**src/rtl/multiplication_seq.sv**
```systemverilog
// Sequential shift-and-add multiplier: Product = Multiplicand * Multiplier + Addend.
// One start request is processed over eight clock cycles, followed by a one-cycle done pulse.
module multiplication_seq (
   input  logic        clk,
   input  logic        rst,
   input  logic        start,
   input  logic [7:0]  Multiplicand,
   input  logic [7:0]  Multiplier,
   input  logic [7:0]  Addend,
   output logic        busy,
   output logic        done,
   output logic [15:0] Product
);

   localparam int unsigned OP_W  = 8;
   localparam int unsigned ACC_W = 16;
   localparam int unsigned CNT_W = 3;
   localparam logic [CNT_W-1:0] LAST_BIT = CNT_W'(OP_W - 1);

   typedef enum logic [1:0] {
      IDLE = 2'd0,
      CALC = 2'd1,
      DONE = 2'd2
   } state_t;

   state_t            state, state_n;
   logic [CNT_W-1:0]  count, count_n;
   logic [ACC_W-1:0]  acc, acc_n;
   logic [ACC_W-1:0]  mcand, mcand_n;
   logic [OP_W-1:0]   mplier, mplier_n;
   logic [ACC_W-1:0]  product_n;
   logic              busy_n, done_n;
   logic [ACC_W-1:0]  sum;

   // State and datapath registers
   always_ff @(posedge clk) begin
      if (rst) begin
         state   <= IDLE;
         count   <= '0;
         acc     <= '0;
         mcand   <= '0;
         mplier  <= '0;
         Product <= '0;
         busy    <= 1'b0;
         done    <= 1'b0;
      end else begin
         state   <= state_n;
         count   <= count_n;
         acc     <= acc_n;
         mcand   <= mcand_n;
         mplier  <= mplier_n;
         Product <= product_n;
         busy    <= busy_n;
         done    <= done_n;
      end
   end

   // Next-state and next-datapath logic
   always_comb begin
      state_n   = state;
      count_n   = count;
      acc_n     = acc;
      mcand_n   = mcand;
      mplier_n  = mplier;
      product_n = Product;
      busy_n    = busy;
      done_n    = 1'b0;
      sum       = acc + (mplier[0] ? mcand : '0);

      unique case (state)
         IDLE, DONE: begin
            // A request in DONE restarts immediately, giving back-to-back operation
            if (start) begin
               state_n  = CALC;
               acc_n    = ACC_W'(Addend);
               mcand_n  = ACC_W'(Multiplicand);
               mplier_n = Multiplier;
               count_n  = '0;
               busy_n   = 1'b1;
            end else begin
               state_n = IDLE;
               busy_n  = 1'b0;
            end
         end
         CALC: begin
            acc_n    = sum;
            mcand_n  = mcand << 1;
            mplier_n = mplier >> 1;
            count_n  = CNT_W'(count + 1'b1);
            if (count == LAST_BIT) begin
               state_n   = DONE;
               product_n = sum;
               busy_n    = 1'b0;
               done_n    = 1'b1;
            end
         end
         default: begin
            state_n = IDLE;
            busy_n  = 1'b0;
         end
      endcase
   end

endmodule

```
**config.mk**
```make
export PLATFORM = sky130hd
export DESIGN_NAME = multiplication_seq
export DESIGN_NICKNAME = d
export VERILOG_FILES = /design/src/rtl/multiplication_seq.sv
export SDC_FILE = /design/constraint.sdc
export NUM_CORES = 1
export LEC_CHECK = 0
export CORE_AREA = 2 2 79 81
export CTS_BUF_LIST = sky130_fd_sc_hd__clkbuf_8 sky130_fd_sc_hd__clkbuf_16
export DETAILED_ROUTE_END_ITERATION = 10
export DIE_AREA = 0 0 81 83
export PLACE_DENSITY_LB_ADDON = 0.15
export SLEW_MARGIN = 25
export SYNTH_ARGS = -nofsm -noshare
export SYNTH_HDL_FRONTEND = slang
export SYNTH_SLANG_ARGS = --single-unit
```
**constraint.sdc**
```tcl
create_clock -name clk -period 3.8 [get_ports clk]
set_input_delay 0.95 -clock clk [delete_from_list [all_inputs] [get_ports clk]]
set_output_delay 0.95 -clock clk [all_outputs]
set_load 0.1 [all_outputs]
```
==> flow_metrics.py <==
metrics = {
    "critical_path": {
        "critical-path-top-delay-family": "buffers and inverters",
        "worstPathCellList": "clkdlybuf4s50_1",
        "cp_max_fo": 5,
        "critPathKind": "flop to output port",
        "crit_arrival_ns": 1.87,
        "end_kind": "output port",
        "crit_buf_inv": 1,
        "critPathLaunchType": "flop",
        "worstPathRequired_ns": 2.85,
        "cp_slowest_cell": "clkdlybuf4s50_1",
        "cpPeakStageDelay_ns": 1.15,
    },
    "routing": {
        "wl_met2_mm": 3.13,
        "met1_length_mm": 3.52,
        "drt_iter0_drc": 250,
        "via_per_inst": 5.68,
        "routed-wl-met3_um": 477,
        "top_layer_used": "met4",
        "wl_per_cell_um": 14.6,
        "route.detailed.drc": 0,
        "wirelength_mm": 7.25,
        "num_vias": 2831,
        "antenna_left": 0,
        "drt-pass1-iter-count": 4,
    },
    "synth": {
        "netlist_area_um2": 3140,
        "ys.flop_type": "dfxtp_1",
        "synthesis.nets": 425,
        "synth_cell_types": 51,
        "async_reset_ff_frac": 0,
        "syn_avg_cell_area_um2": 8.25,
        "yosys.area.top_type": "dfxtp_1",
        "syn_inst": 380,
        "synth_edf_count": 0,
        "ys_ff_latch": 62,
        "seq_area_frac_synth": 0.396,
        "yosysWarnings": 0,
        "synth_top_area_share": 0.396,
        "synthTopCellsByArea": "dfxtp_1, ha_1, nand2_1",
    },
    "global_route": {
        "grt_max_degree": 31,
        "grt_pass1_vias": 2586,
        "grt_use_total": 0.229,
        "overflow": 0,
        "grt_pass1_wl_mm": 12.2,
        "antenna_found_initial": 0,
    },
    "power": {
        "finalPower_mw": 1.39,
        "leakagePower_nw": 1.54,
        "power_density_nw_per_um2": 367,
        "ir_worst_vdd_uv": 251,
    },
    "clock_tree": {
        "cts_made_buffers": 9,
        "cts.path.max_buffers": 2,
        "insertion_delay_ns": 0.34,
        "cts.htree.levels": 3,
        "cts_tree": "yes",
        "clock-sinks": 62,
        "holdBufCountCts": 0,
        "root_buffer": "clkbuf_8",
        "cts.clk_slew.worst_paths_ns": 0.06,
        "cts_setup_buffers": 0,
        "cts_resized": 0,
    },
    "timing": {
        "layout_min_cycle_time_ns": 2.82,
        "timing.final.hold_violations": 0,
        "slew_violations": 0,
        "tightest_slew_ns": 0.968,
        "setup_tns_ns": 0,
        "relSlewSlack": 0.352,
        "finClkSkew_ns": 0.0103,
        "clock.fmax_mhz": 355,
        "finalCritPeriodShare": 0.742,
        "setup_viol_count_final": 0,
        "rsz0062_at_grt": "no",
    },
    "finish": {
        "syn_to_final_growth_pct": 20.7,
        "drive_gt1_frac": 0.0733,
        "nFillCells": 527,
        "antenna_cells": 0,
        "fin_nets": 463,
    },
    "floorplan": {
        "die_w_um": 81,
        "die_area_um2": 6720,
        "die_h_um": 83,
        "ios": 45,
        "start_util": 0.539,
        "num_rows": 28,
        "fp.coreArea_um2": 5820,
    },
    "hold_path": {
        "hold_class": "flop to flop",
    },
    "placed_design": {
        "dp_hpwl_mm": 4.94,
        "port_buffers": 44,
        "gp_congestion": 0.878,
    },
    "outcome": {
        "status": "finished, final reports clean",
    },
    "flow_run": {
        "cap_violations": 0,
    },
}
layer usage:
metal  vias up  GRT usage
met5         -          0
li1       1443          -
met4         0     0.0786
met1      1291      0.341
met2        83      0.329
met3        14     0.0413
through the flow:
step           instance area (µm²)   util  instances  setup slack [ns]  hold slack [ns]
2_1_floorplan                 3140      -        380              1.28            0.432
3_3_place_gp                  3620  0.622        482              1.14            0.442
3_5_place_dp                  3620  0.622        482              1.07            0.447
4_1_cts                       3790  0.651        498             0.963            0.455
5_1_grt                       3790  0.651        498             0.740            0.466
6_report                      3790  0.651        498             0.982            0.453
worst reg2reg max path, cell delays in order, from the launching register on:
cell	delay [ns]
dfxtp_1	0.58
and2_1	0.20
ha_1	0.21
fa_1	0.23
a21oi_1	0.10
o21ai_0	0.44
and3_2	0.29
o211ai_1	0.16
a2111o_1	0.46
nand3_1	0.07
final timing paths:
check                               start                        to  slack, ns  depth (start not counted)
hold reg to reg   Product[7]$_SDFFE_PP0P_   Product[7]$_SDFFE_PP0P_       0.45                          2
setup / recovery    state[0]$_SDFFE_PP0P_                      busy       0.98                          1
setup reg to reg   mplier[0]$_SDFFE_PP0P_  Product[14]$_SDFFE_PP0P_       0.98                          9
hold / removal    Product[7]$_SDFFE_PP0P_   Product[7]$_SDFFE_PP0P_       0.45                          2
layout by cell type (no fill, tap or decap), types with 3 or more instances in the layout:
master	synthesis	layout
and2_1	18	18
a21o_1	6	6
nand4_1	4	4
o22ai_1	16	16
nand2_1	47	47
ha_1	17	17
xor2_1	4	4
buf_4	0	5
nand3_1	14	14
clkinv_2	0	3
a21oi_1	19	19
nor2b_1	3	3
a211oi_1	4	4
xnor2_1	7	7
a22oi_1	12	12
dfxtp_1	62	62
nor3_1	18	18
inv_1	4	6
clkbuf_8	0	10
clkdlybuf4s50_1	0	43
o21ai_0	12	12
nor2_1	47	47
and3_1	3	3
a311oi_1	5	5
power breakdown:
group,internal (mW),switching (mW)
logic,0.0811,0.109
clock network,0.246,0.254
registers,0.678,0.0218
total,1.01,0.385
state kept, by name (all words and copies together), names as in the netlist:
signal / cells
acc: 16
Product: 16
done: 1
mplier: 8
state: 2
mcand: 16
count: 3
synthesized netlist by cell type, types with 12 or more instances:
cell type and number:
a21oi_1 19, a22oi_1 12, and2_1 18, clkbuf_1 16, dfxtp_1 62, ha_1 17
nand2_1 47, nand3_1 14, nor2_1 47, nor3_1 18, o21ai_0 12, o22ai_1 16
final cells by class:
type	instances	area [µm²]	area share
Clock buffer	10	138	0.0363
Clock inverter	6	30.0	0.00793
Inverter	4	15.0	0.00396
Multi-Input combinational cell	292	1800	0.474
Sequential cell	62	1240	0.328
Tap cell	75	93.8	0.0248
Timing Repair Buffer	49	473	0.125
kinds of logic after synthesis:
kind of cell / share of synthesized area
buffers and inverters: 0.0315
adders and majority gates: 0.0742
muxes: 0.00359
DFF: 0.396
xor gates and xnor gates: 0.0379
and+or+nand+nor: 0.252
AOI/OAI and AO/OA: 0.205
Note: power is estimated with default switching activity, not from simulation.
